<file path="config.mk">
export PLATFORM = sky130hd
export DESIGN_NAME = segscan_flat
export DESIGN_NICKNAME = d
export VERILOG_FILES = /design/src/rtl/segscan_if.sv /design/src/rtl/segscan.sv /design/src/flat_wrapper.sv
export SDC_FILE = /design/constraint.sdc
export NUM_CORES = 1
export LEC_CHECK = 0
export ABC_CLOCK_PERIOD_IN_PS = 2100
export BUFFER_PORTS_ARGS = -buffer_cell sky130_fd_sc_hd__buf_2
export CAP_MARGIN = 20
export CELL_PAD_IN_SITES_DETAIL_PLACEMENT = 1
export CELL_PAD_IN_SITES_GLOBAL_PLACEMENT = 2
export CORE_MARGIN = 2
export CORE_UTILIZATION = 35
export DETAILED_ROUTE_END_ITERATION = 10
export PLACE_DENSITY = 0.72
export RECOVER_POWER = 100
export SYNTH_ARGS = -nofsm -noshare
export SYNTH_HDL_FRONTEND = slang
export SYNTH_SLANG_ARGS = --single-unit
export TNS_END_PERCENT = 1
</file>
<file path="constraint.sdc">
create_clock -name clk -period 2.1 [get_ports clk]
set_input_delay 0.21 -clock clk [delete_from_list [all_inputs] [get_ports clk]]
set_output_delay 0.21 -clock clk [all_outputs]
set_load 0.05 [all_outputs]
</file>
<file path="src/rtl/segscan_if.sv">
// segscan_if: 6801 peripheral bus seen by the segscan display controller.
interface segscan_if;
   logic [3:0] AD;
   logic [7:0] DI;
   logic [7:0] DO;
   logic       rw;
   logic       cs;
   modport master (output AD, DI, rw, cs, input DO);
   modport slave (input AD, DI, rw, cs, output DO);
endinterface

</file>
<file path="src/rtl/segscan.sv">
// segscan: bus-attached multiplexed 7-segment display scanner with hex/raw modes,
// per-digit blanking, decimal points, anti-ghosting guard interval and frame counter.
module segscan #(
   parameter int DIGITS       = 4,
   parameter int CLK_HZ       = 6000000,
   parameter int REFRESH_HZ   = 50,
   parameter int GUARD        = 2,
   parameter bit ANODE_ACTIVE = 1'b1
) (
   input  logic              clk,
   input  logic              rst,
   segscan_if.slave          bus,
   output logic [DIGITS-1:0] an,
   output logic [6:0]        seg,
   output logic              dp
);
   localparam int DW_RAW = CLK_HZ / (REFRESH_HZ * DIGITS);
   localparam int DWELL  = DW_RAW < GUARD + 2 ? GUARD + 2 : DW_RAW;
   localparam int CW     = $clog2(DWELL);
   localparam int PW     = DIGITS > 1 ? $clog2(DIGITS) : 1;
   localparam logic [6:0] HEX [16] = '{7'h3F, 7'h06, 7'h5B, 7'h4F, 7'h66, 7'h6D, 7'h7D, 7'h07,
                                       7'h7F, 7'h6F, 7'h77, 7'h7C, 7'h39, 7'h5E, 7'h79, 7'h71};

   logic [7:0]        r_data [DIGITS];
   logic              r_en, r_raw, r_dpen;
   logic [7:0]        r_blank, r_dpmask, r_frame;
   logic [PW-1:0]     r_ptr;
   logic [CW-1:0]     r_cnt;
   logic [DIGITS-1:0] r_an;
   logic [6:0]        r_seg;
   logic              r_dp;

   logic              w_wr, w_end, w_wrap, w_lit, w_guard;
   logic [2:0]        w_ptr3;
   logic [7:0]        w_cur, w_rd;
   logic [DIGITS-1:0] w_onehot, w_an;
   logic [6:0]        w_seg;
   logic              w_dp;

   assign w_wr     = bus.cs && !bus.rw;
   assign w_end    = r_cnt == CW'(DWELL - 1);
   assign w_wrap   = r_en && w_end && r_ptr == PW'(DIGITS - 1);
   assign w_guard  = r_cnt < CW'(GUARD);
   assign w_ptr3   = 3'(r_ptr);
   assign w_cur    = r_data[r_ptr];
   assign w_onehot = DIGITS'(1) << r_ptr;
   assign w_lit    = r_en && !w_guard && !r_blank[w_ptr3];
   // Blanked digits keep their dwell slot so the frame period never changes.
   assign w_an     = w_lit ? (ANODE_ACTIVE ? w_onehot : ~w_onehot) : {DIGITS{~ANODE_ACTIVE}};
   assign w_seg    = r_raw ? w_cur[6:0] : HEX[w_cur[3:0]];
   assign w_dp     = r_raw ? w_cur[7] : r_dpen & r_dpmask[w_ptr3];

   always_ff @(posedge clk) begin
      if (rst) begin
         for (int i = 0; i < DIGITS; i++) r_data[i] <= '0;
         {r_dpen, r_raw, r_en} <= 3'b001;
         r_blank  <= '0;
         r_dpmask <= '0;
         r_frame  <= '0;
         r_ptr    <= '0;
         r_cnt    <= '0;
         r_an     <= {DIGITS{~ANODE_ACTIVE}};
         r_seg    <= '0;
         r_dp     <= 1'b0;
      end else begin
         for (int i = 0; i < DIGITS; i++) if (w_wr && bus.AD == 4'(i)) r_data[i] <= bus.DI;
         if (w_wr && bus.AD == 4'd8) {r_dpen, r_raw, r_en} <= bus.DI[2:0];
         if (w_wr && bus.AD == 4'd9) r_blank <= bus.DI;
         if (w_wr && bus.AD == 4'd10) r_dpmask <= bus.DI;
         // A FRAME write beats a coincident frame increment.
         if (w_wr && bus.AD == 4'd11) r_frame <= '0;
         else if (w_wrap) r_frame <= r_frame + 8'd1;
         if (!r_en) begin
            r_cnt <= '0;
            r_ptr <= '0;
         end else if (w_end) begin
            r_cnt <= '0;
            r_ptr <= r_ptr == PW'(DIGITS - 1) ? '0 : r_ptr + PW'(1);
         end else begin
            r_cnt <= r_cnt + CW'(1);
         end
         r_an  <= w_an;
         r_seg <= w_seg;
         r_dp  <= w_dp;
      end
   end

   always_comb begin
      w_rd = '0;
      for (int i = 0; i < DIGITS; i++) if (bus.AD == 4'(i)) w_rd = r_data[i];
      if (bus.AD == 4'd8) w_rd = {5'b0, r_dpen, r_raw, r_en};
      if (bus.AD == 4'd9) w_rd = r_blank;
      if (bus.AD == 4'd10) w_rd = r_dpmask;
      if (bus.AD == 4'd11) w_rd = r_frame;
      if (bus.AD == 4'd12) w_rd = {w_guard, 4'b0, w_ptr3};
   end

   assign bus.DO = bus.cs && bus.rw ? w_rd : 8'h00;
   assign an     = r_an;
   assign seg    = r_seg;
   assign dp     = r_dp;
endmodule
</file>
<file path="src/flat_wrapper.sv">
// flat-port wrapper written by rule: the top's interface ports become plain ports
module segscan_flat 
#(
   parameter int DIGITS       = 4,
   parameter int CLK_HZ       = 6000000,
   parameter int REFRESH_HZ   = 50,
   parameter int GUARD        = 2,
   parameter bit ANODE_ACTIVE = 1'b1
)
  (clk, rst, an, seg, dp, bus_AD, bus_DI, bus_rw, bus_cs, bus_DO);
  segscan_if bus_i ();
  input  logic clk;
  input  logic rst;
  output logic [DIGITS-1:0] an;
  output logic [6:0] seg;
  output logic dp;
  input wire logic [$bits(bus_i.AD)-1:0] bus_AD;
  input wire logic [$bits(bus_i.DI)-1:0] bus_DI;
  input wire logic [$bits(bus_i.rw)-1:0] bus_rw;
  input wire logic [$bits(bus_i.cs)-1:0] bus_cs;
  output wire logic [$bits(bus_i.DO)-1:0] bus_DO;
  assign bus_i.AD = bus_AD;
  assign bus_i.DI = bus_DI;
  assign bus_i.rw = bus_rw;
  assign bus_i.cs = bus_cs;
  assign bus_DO = bus_i.DO;
  segscan #(.DIGITS(DIGITS), .CLK_HZ(CLK_HZ), .REFRESH_HZ(REFRESH_HZ), .GUARD(GUARD), .ANODE_ACTIVE(ANODE_ACTIVE)) u_core (.clk(clk), .rst(rst), .bus(bus_i), .an(an), .seg(seg), .dp(dp));
endmodule
</file>
==> results of run 1 <==
flip-flops by register name (all words and copies together), names as in the netlist, named ones only:
| register | count |
|---|---|
| u_core.an | 4 |
| u_core.dp | 1 |
| u_core.r_blank | 8 |
| u_core.r_cnt | 15 |
| u_core.r_data | 32 |
| u_core.r_dpen | 1 |
| u_core.r_dpmask | 8 |
| u_core.r_en | 1 |
| u_core.r_frame | 8 |
| u_core.r_ptr | 2 |
| u_core.r_raw | 1 |
| u_core.seg | 7 |
where the power goes:
| part | internal (uW) | total [uW] | switching (uW) |
|---|---|---|---|
| sequential | 1860 | 1890 | 31.0 |
| combinational | 202 | 486 | 285 |
| clock | 1290 | 1980 | 689 |
worst paths after layout:
check / from / to / slack (ns) / depth (start not counted)
setup / recovery: u_core.r_cnt[7]$_SDFF_PP0_ / bus_DO[7] / -0.03 / 5
hold / removal: bus_DI[7] / u_core.r_blank[7]$_SDFFE_PP0P_ / 0.17 / 3
setup reg to reg: u_core.r_cnt[12]$_SDFF_PP0_ / u_core.an[3]$_SDFF_PP0_ / 0.03 / 13
hold reg to reg: u_core.r_cnt[0]$_SDFF_PP0_ / u_core.r_cnt[0]$_SDFF_PP0_ / 0.45 / 1
kinds of logic after synthesis:
kind of cell	count (synthesis)
mux	35
compound gates	77
buf+inv	31
fa+ha+maj	10
xor+xnor	18
flops	90
simple gates	200
timing repair:
item / 4_1_cts / 5_1_grt
setup buffers: 9 / 2
resized for setup: 5 / 22
endpoints found under the setup margin: 1 / 15
pin swaps: 5 / 6
worst min-delay path, cell delays in order:
cell	delay (ns)
buf_2	0.13
nand3_1	0.07
a21oi_1	0.05
Yosys cell counts (all sizes together), types with 2 or more instances:
master,number,share of area
inv,10,0.0081
nand4,6,0.011
a311oi,2,0.0038
or3,3,0.0043
a31o,2,0.0038
xor2,6,0.011
edfxtp,32,0.21
ha,10,0.027
mux2i,12,0.026
mux4,19,0.092
a211oi,3,0.0049
a31oi,4,0.0054
o32ai,2,0.0038
a211o,3,0.0057
xnor2,12,0.023
and2,33,0.045
a21oi,36,0.039
nand3,27,0.029
nand2b,5,0.0067
o31ai,3,0.0049
buf,6,0.0065
o21ai,13,0.014
nor3b,4,0.0065
and3,9,0.013
nand2,40,0.032
dfxtp,58,0.25
nor3,11,0.014
or4,6,0.011
or2,2,0.0027
clkbuf,15,0.012
nor2,49,0.043
a21o,4,0.0065
nor2b,2,0.0027
mux2,4,0.0097
cell type report:
| class | instances | area [um^2] | area share |
|---|---|---|---|
| Inverter | 10 | 37.54 | 0.006510 |
| Sequential cell | 90 | 2128 | 0.3691 |
| Clock buffer | 14 | 317.8 | 0.05512 |
| Clock inverter | 2 | 60.06 | 0.01042 |
| Tap cell | 176 | 220.2 | 0.03819 |
| Multi-Input combinational cell | 340 | 2451 | 0.4251 |
| Timing Repair Buffer | 87 | 550.5 | 0.09549 |
through the flow:
step | setup slack, ns | instances | hold slack (ns) | utilization
finish | -0.03193 | 719 | 0.1692 | 0.4406
global route | -0.09656 | 719 | 0.1810 | 0.4406
CTS | -0.06309 | 717 | 0.1664 | 0.4372
detailed placement | 0.02691 | 692 | 0.4470 | 0.4017
global placement | 0.07817 | 692 | 0.4306 | 0.4017
floorplan | -0.1993 | 461 | 0.3575 | -
routing by layer:
metal | global-route usage | share of wire
met1 | 0.2604 | 0.44
met3 | 0.03736 | 0.046
met4 | 0.07292 | 0.017
met2 | 0.3330 | 0.49
met5 | 0 | 0.00090
==> results.json, run 1 <==
{
  "num-fill-cells": 1485,
  "synthFlopType": "dfxtp_1",
  "final_common_cell": "dfxtp_1",
  "synth-compound-area-share": 0.1004,
  "dieArea_um2": 14180,
  "pwr_density_cell_nw_per_um2": 756.2,
  "overflow": 0,
  "grt_pass1_wl_mm": 21.65,
  "worstPathArrival_ns": 1.92,
  "clockRootBuffer": "clkbuf_16",
  "drtPass1Iterations": 4,
  "crit_type": "flop to primary output",
  "cts_tree": "done",
  "fmax_mhz": 469.1,
  "htreeDepth": 3,
  "wirelength_mm": 13.30,
  "n_antenna_cell": 0,
  "place_hpwl_mm": 9.956,
  "grt_max_degree": 17,
  "worst_pin_slew_ns": 0.6047,
  "leakage_uw": 0.002094,
  "synth-xor-area-share": 0.03402,
  "drcViolationCount": 0,
  "vias_per_cell": 5.280,
  "ys_seq_area_frac": 0.4579,
  "syn_avg_cell_area_um2": 10.05,
  "async_reset_ff_frac": 0,
  "period_share": 1.015,
  "first_iter_violations": 202,
  "outcome": "finished with violations",
  "synthCells": 461,
  "drtAntennaViolNets": 0,
  "first_global_vias": 4024,
  "num-nets-final": 564,
  "route.detailed.wl_per_inst_um": 18.50,
  "fp.dieW_um": 119.1,
  "clk_latency_ns": 0.35,
  "yosysWarnings": 0,
  "num_io_pins": 36,
  "maxSlewViolCount": 0,
  "max_stage_delay_ns": 0.57,
  "holdBufCountCts": 0,
  "clock-sinks": 90,
  "fin_skew_ns": 0.01267,
  "path_cells": "or4_4, nor2_4, nand4_1, a31oi_1, buf_4",
  "clk_pin_slew_ns": 0.06,
  "tns_ns": -0.03193,
  "maxSlewHeadroom": 0.5986,
  "synth_area_um2": 4634,
  "vdd_drop_max_mv": 0.3200,
  "ys_ff_latch": 90,
  "yosys.area_share.simple": 0.2260,
  "areaGrowthSynthToFinish_pct": 24.41,
  "grt.total_usage": 0.2003,
  "setup_ws_ns": -0.03193,
  "numCtsBuffers": 9,
  "cts_buffer_depth": 2,
  "setup_viol": 1,
  "cp.buffers_inverters": 1,
  "die_h_um": 119.1,
  "synthAdderAreaFrac": 0.02700,
  "place_area_um2": 5256,
  "synth-edff-count": 32,
  "drive_gt1_frac": 0.2413,
  "worstSetupStartpointType": "flop",
  "final_cell_area_um2": 5766,
  "synthMuxAreaShare": 0.1280,
  "ys_types": 50,
  "row_count": 42,
  "violations": "setup timing",
  "core_um2": 13090,
  "synth_nets": 487,
  "grt_setup_unrepaired": "yes",
  "cp_data_required_time_ns": 1.89,
  "worst-path-max-fanout": 2,
  "num_vias": 3796,
  "path_delay_family": "simple AND/OR/NAND/NOR gates",
  "worstSetupEndpointType": "primary output",
  "initial_utilization": 0.3542,
  "hold_class": "primary input to flop",
  "synth_top_family_by_area": "simple AND/OR/NAND/NOR gates",
  "finalCriticalPeriod_ns": 2.132,
  "drv_cap": 0,
  "crit_slowest_cell": "or4_4",
  "port_buffers": 35,
  "antenna_found_initial": 1,
  "final-hold-violation-count": 0,
  "total_power_uw": 4360,
  "layout_common_cells": "53 x dfxtp_1, 47 x nor2_1, 39 x nand2_1, 36 x buf_4, 33 x a21oi_1",
  "place.gp.congestion": 0.8236
}
Power figures use the tool's default switching activity.
==> inputs of run 2 (changes only) <==
--- a/config.mk
+++ b/config.mk
@@ -13,7 +13,7 @@
 export CORE_MARGIN = 2
 export CORE_UTILIZATION = 35
 export DETAILED_ROUTE_END_ITERATION = 10
-export PLACE_DENSITY = 0.72
+export PLACE_DENSITY = 0.79
 export RECOVER_POWER = 100
 export SYNTH_ARGS = -nofsm -noshare
 export SYNTH_HDL_FRONTEND = slang
==> results.json, run 2 (same netlist as run 1, synthesis figures left out) <==
{
  "regMostFlops": "u_core.r_data",
  "maxSlewViolCount": 0,
  "num_vias": 3722,
  "finalCriticalPeriod_ns": 2.087,
  "period_share": 0.9936,
  "clk_latency_ns": 0.34,
  "drtAntennaViolNets": 0,
  "final_common_cell": "dfxtp_1",
  "core_um2": 13090,
  "die_h_um": 119.1,
  "antenna_found_initial": 0,
  "n_antenna_cell": 0,
  "setup_viol": 0,
  "areaGrowthSynthToFinish_pct": 19.14,
  "drcViolationCount": 0,
  "layout_common_cells": "54 x dfxtp_1, 47 x nor2_1, 40 x nand2_1, 34 x a21oi_1, 32 x edfxtp_1",
  "row_count": 42,
  "crit_slowest_cell": "or4_4",
  "holdBufCountCts": 0,
  "vias_per_cell": 5.272,
  "overflow": 0,
  "drv_cap": 0,
  "worstSetupEndpointType": "primary output",
  "final-hold-violation-count": 0,
  "dieArea_um2": 14180,
  "grt_pass1_wl_mm": 21.00,
  "worstPathArrival_ns": 1.88,
  "initial_utilization": 0.3542,
  "grt_max_degree": 25,
  "crit_type": "flop to primary output",
  "first_global_vias": 3800,
  "pwr_density_cell_nw_per_um2": 710.4,
  "grt_setup_unrepaired": "yes",
  "numCtsBuffers": 9,
  "fin_skew_ns": 0.006429,
  "cp_data_required_time_ns": 1.89,
  "cts_buffer_depth": 2,
  "worstSetupStartpointType": "flop",
  "max_stage_delay_ns": 0.58,
  "place_hpwl_mm": 9.828,
  "num-fill-cells": 1492,
  "drtPass1Iterations": 4,
  "clock-sinks": 90,
  "place_inst": 686,
  "path_cells": "or4_4, nor2_4, nand4_1, a31oi_2, buf_6",
  "port_buffers": 35,
  "largest_register_ffs": 32,
  "worst-path-max-fanout": 4,
  "htreeDepth": 3,
  "fmax_mhz": 479.3,
  "setup_ws_ns": 0.01344,
  "reg2reg_slack_ns": 0.08,
  "place.gp.congestion": 0.8136,
  "outcome": "finished clean",
  "leakage_uw": 0.001946,
  "worst_pin_slew_ns": 0.6216,
  "cts_tree": "done",
  "route.detailed.wl_per_inst_um": 18.34,
  "vdd_drop_max_mv": 0.3343,
  "clockRootBuffer": "clkbuf_16",
  "num_io_pins": 36,
  "pre_cts_ws_ns": 0.03624,
  "clk_pin_slew_ns": 0.07,
  "maxSlewHeadroom": 0.5856,
  "fp.dieW_um": 119.1,
  "hold_class": "primary input to flop",
  "top_regs": "u_core.r_data: 32 flops, u_core.r_cnt: 15 flops",
  "grt.total_usage": 0.1907,
  "worst_hold_slack_ns": 0.1854,
  "wirelength_mm": 12.95,
  "first_iter_violations": 256,
  "drive_gt1_frac": 0.2000,
  "num-nets-final": 551,
  "stdcell_count": 706
}
[run 2: cell count changes in the layout (fill, tap and decap cells not counted), moves of 3 or more]
| cell | previous run | this run |
|---|---|---|
| clkbuf_1 | 23 | 26 |
| buf_6 | 8 | 3 |
| buf_2 | 20 | 15 |
| clkbuf_2 | 0 | 5 |
| and2_0 | 15 | 19 |
| buf_4 | 36 | 23 |
| clkbuf_16 | 12 | 9 |
| and2_1 | 17 | 13 |
[run 2: repair_timing]
action / CTS / global route
cloned: 0 / 0
gates resized for setup: 5 / 15
pin swaps: 6 / 6
buffers inserted: 2 / 2
setup endpoints to repair: 1 / 12
[run 2: worst max-delay path: cells and delay by family, from the launching register on]
kind / cells / cell delay (ns)
flops: 1 / 0.34
compound gates: 1 / 0.20
buf+inv: 1 / 0.19
simple gates: 3 / 0.81
[run 2: area by class of cell]
class / count / area (um^2) / share of cell area
multi-input cells: 340 / 2422 / 0.4387
flip-flops and latches: 90 / 2127 / 0.3852
repair buffers: 74 / 419.2 / 0.07591
clock buffers: 9 / 225.2 / 0.04079
well taps: 176 / 220.2 / 0.03988
clock inverters: 7 / 70.07 / 0.01269
inverters: 10 / 37.54 / 0.006798
[run 2: layer usage]
layer,wire (um),GRT usage,vias to the layer above
met1,5985,0.2644,1852
met2,6266,0.3107,64
met3,528,0.03113,12
met5,0,0,-
li1,-,-,1794
met4,164,0.04911,0
[run 2: path summary, 6_finish.rpt]
kind              cells after the start                   startpoint                         endpoint
hold reg to reg                       1   u_core.r_cnt[0]$_SDFF_PP0_       u_core.r_cnt[0]$_SDFF_PP0_
hold / removal                        3                    bus_DI[7]  u_core.r_dpmask[7]$_SDFFE_PP0P_
setup reg to reg                      6  u_core.r_cnt[11]$_SDFF_PP0_   u_core.r_frame[4]$_SDFFE_PP0P_
setup / recovery                      5  u_core.r_cnt[11]$_SDFF_PP0_                        bus_DO[7]
[run 2: power by group]
part	switching [uW]	internal [uW]
Clock	690	919
Sequential	30.6	1860
Combinational	271	153
[run 2: per-stage QoR]
step / TNS (ns) / total power [uW] / utilization / instance area [um^2]
after floorplan: -0.4456 / 2189 / - / 4639
after global placement: 0 / 2333 / 0.3983 / 5211
after detailed placement: 0 / 2347 / 0.3983 / 5211
after CTS: -0.1113 / 3962 / 0.4234 / 5540
after global routing: -0.1317 / 4068 / 0.4220 / 5522
final: 0 / 3923 / 0.4220 / 5522
==> inputs of run 3 (changes only) <==
--- a/config.mk
+++ b/config.mk
@@ -10,11 +10,11 @@
 export CAP_MARGIN = 20
 export CELL_PAD_IN_SITES_DETAIL_PLACEMENT = 1
 export CELL_PAD_IN_SITES_GLOBAL_PLACEMENT = 2
-export CORE_MARGIN = 2
 export CORE_UTILIZATION = 35
 export DETAILED_ROUTE_END_ITERATION = 10
 export PLACE_DENSITY = 0.79
-export RECOVER_POWER = 100
+export RECOVER_POWER = 25
+export SLEW_MARGIN = 20
 export SYNTH_ARGS = -nofsm -noshare
 export SYNTH_HDL_FRONTEND = slang
 export SYNTH_SLANG_ARGS = --single-unit
==> results.json, run 3 (same netlist as run 1, synthesis figures left out) <==
{
  "outcome": "finished with violations",
  "violations": "setup timing",
  "clock-sinks": 90,
  "final-hold-violation-count": 0,
  "crit_slowest_cell": "or4_4",
  "worst_hold_slack_ns": 0.1509,
  "clockRootBuffer": "clkbuf_16",
  "row_count": 41,
  "grt_pass1_wl_mm": 21.28,
  "n_antenna_cell": 0,
  "worstHoldPathCells": 3,
  "grt_setup_unrepaired": "yes",
  "overflow": 0,
  "worstPathArrival_ns": 2.05,
  "period_share": 1.078,
  "fin_skew_ns": 0.006834,
  "num_io_pins": 36,
  "first_global_vias": 3833,
  "cts_tree": "done",
  "fmax_mhz": 441.7,
  "numCtsBuffers": 9,
  "fp.dieW_um": 117.1,
  "grt_max_degree": 21,
  "drtPass1Iterations": 4,
  "die_h_um": 117.1,
  "holdBufCountCts": 0,
  "setup_viol": 1,
  "top_regs": "u_core.r_data: 32 flops, u_core.r_cnt: 15 flops",
  "drtAntennaViolNets": 0,
  "place_hpwl_mm": 10.24,
  "hold_class": "primary input to flop",
  "cp_data_required_time_ns": 1.89,
  "pwr_density_cell_nw_per_um2": 731.5,
  "r2r-start": "u_core.r_cnt[11]$_SDFF_PP0_",
  "drive_gt1_frac": 0.2279,
  "clk_latency_ns": 0.35,
  "drcViolationCount": 0,
  "path_cells": "or4_4, nor3_4, buf_6, nand4_1, a31oi_1, buf_4",
  "core_um2": 12770,
  "pre_cts_ws_ns": 0.05962,
  "setup_ws_ns": -0.1639,
  "finalCriticalPeriod_ns": 2.264,
  "path_delay_family": "simple AND/OR/NAND/NOR gates",
  "ff2ff_path_depth": 6,
  "maxSlewViolCount": 0,
  "num_vias": 3751,
  "first_iter_violations": 181,
  "tns_ns": -0.1639,
  "route.detailed.wl_per_inst_um": 19.02,
  "antenna_found_initial": 0,
  "grt.total_usage": 0.2136,
  "cts_buffer_depth": 2,
  "final_common_cell": "dfxtp_1",
  "wirelength_mm": 13.37,
  "utilization": 0.4373,
  "largest_register_ffs": 32,
  "holdCritStartpoint": "bus_DI[5]",
  "vias_per_cell": 5.336,
  "reg2reg_slack_ns": 0.07,
  "place.gp.congestion": 0.8096,
  "areaGrowthSynthToFinish_pct": 20.52,
  "htreeDepth": 3,
  "vdd_drop_max_mv": 0.4093,
  "drv_cap": 0,
  "hold_end": "u_core.r_dpmask[5]$_SDFFE_PP0P_",
  "num-nets-final": 552,
  "worstSetupStartpointType": "flop",
  "worstSetupEndpointType": "primary output",
  "regMostFlops": "u_core.r_data",
  "clk_pin_slew_ns": 0.07,
  "cp.buffers_inverters": 2,
  "port_buffers": 35,
  "crit_type": "flop to primary output",
  "maxSlewHeadroom": 0.6013,
  "dieArea_um2": 13710,
  "layout_common_cells": "54 x dfxtp_1, 47 x nor2_1, 40 x nand2_1, 38 x buf_4, 34 x a21oi_1",
  "leakage_uw": 0.002030,
  "max_stage_delay_ns": 0.55,
  "reg2reg_to": "u_core.r_frame[6]$_SDFFE_PP0P_",
  "initial_utilization": 0.3628,
  "worst-path-max-fanout": 3,
  "worst_pin_slew_ns": 0.6006
}
[run 3: worst register-to-register path: stages (launching register included)]
cell and delay (ns):
dfxtp_2 0.34, or4_4 0.57, nor2_4 0.13, buf_4 0.14, nand4_4 0.12, or4_1 0.52
a21oi_1 0.15
[run 3: worst max-delay path by stage]
stage | from | endpoint | depth (start not counted)
detailed placement | u_core.r_cnt[12]$_SDFF_PP0_ | bus_DO[7] | 6
CTS | u_core.r_cnt[12]$_SDFF_PP0_ | bus_DO[7] | 6
finish | u_core.r_cnt[12]$_SDFF_PP0_ | bus_DO[7] | 6
floorplan | bus_AD[1] | bus_DO[6] | 5
global route | u_core.r_cnt[12]$_SDFF_PP0_ | bus_DO[7] | 6
global placement | u_core.r_cnt[12]$_SDFF_PP0_ | bus_DO[7] | 6
[run 3: cell type report]
cell class                      instances  area, um^2
Sequential cell                        90        2127
Inverter                               10       37.54
Fill cell                            1449        7188
Multi-Input combinational cell        340        2422
Tap cell                              172       215.2
Clock buffer                            9       225.2
Timing Repair Buffer                   75       465.4
Clock inverter                          7       92.59
[run 3: through the flow]
step / std cells / total power [uW] / instance area, um^2
after CTS: 703 / 4111 / 5579
after global placement: 686 / 2340 / 5236
after detailed placement: 686 / 2355 / 5236
final: 703 / 4086 / 5585
after floorplan: 461 / 2189 / 4639
after global routing: 703 / 4221 / 5585
[run 3: layer usage]
metal / wire, um / vias up / global-route usage
met5: 0 / - / 0
met1: 6444 / 1843 / 0.2886
li1: - / 1798 / -
met2: 5998 / 83 / 0.3294
met3: 545 / 27 / 0.04222
met4: 385 / 0 / 0.1013
[run 3: timing repair]
item,4_1_cts,5_1_grt
setup endpoints to repair,2,14
pin swaps,3,2
setup buffers,1,0
endpoints found under the hold margin,0,0
gates resized for setup,5,11
gates cloned,0,0
[run 3: power by group]
group,internal [uW],leakage (uW),switching [uW],total [uW]
clock network,1040,0.000152,719,1760
logic,160,0.00110,270,430
registers,1860,0.000778,35.5,1900
total,3060,0.00203,1030,4090
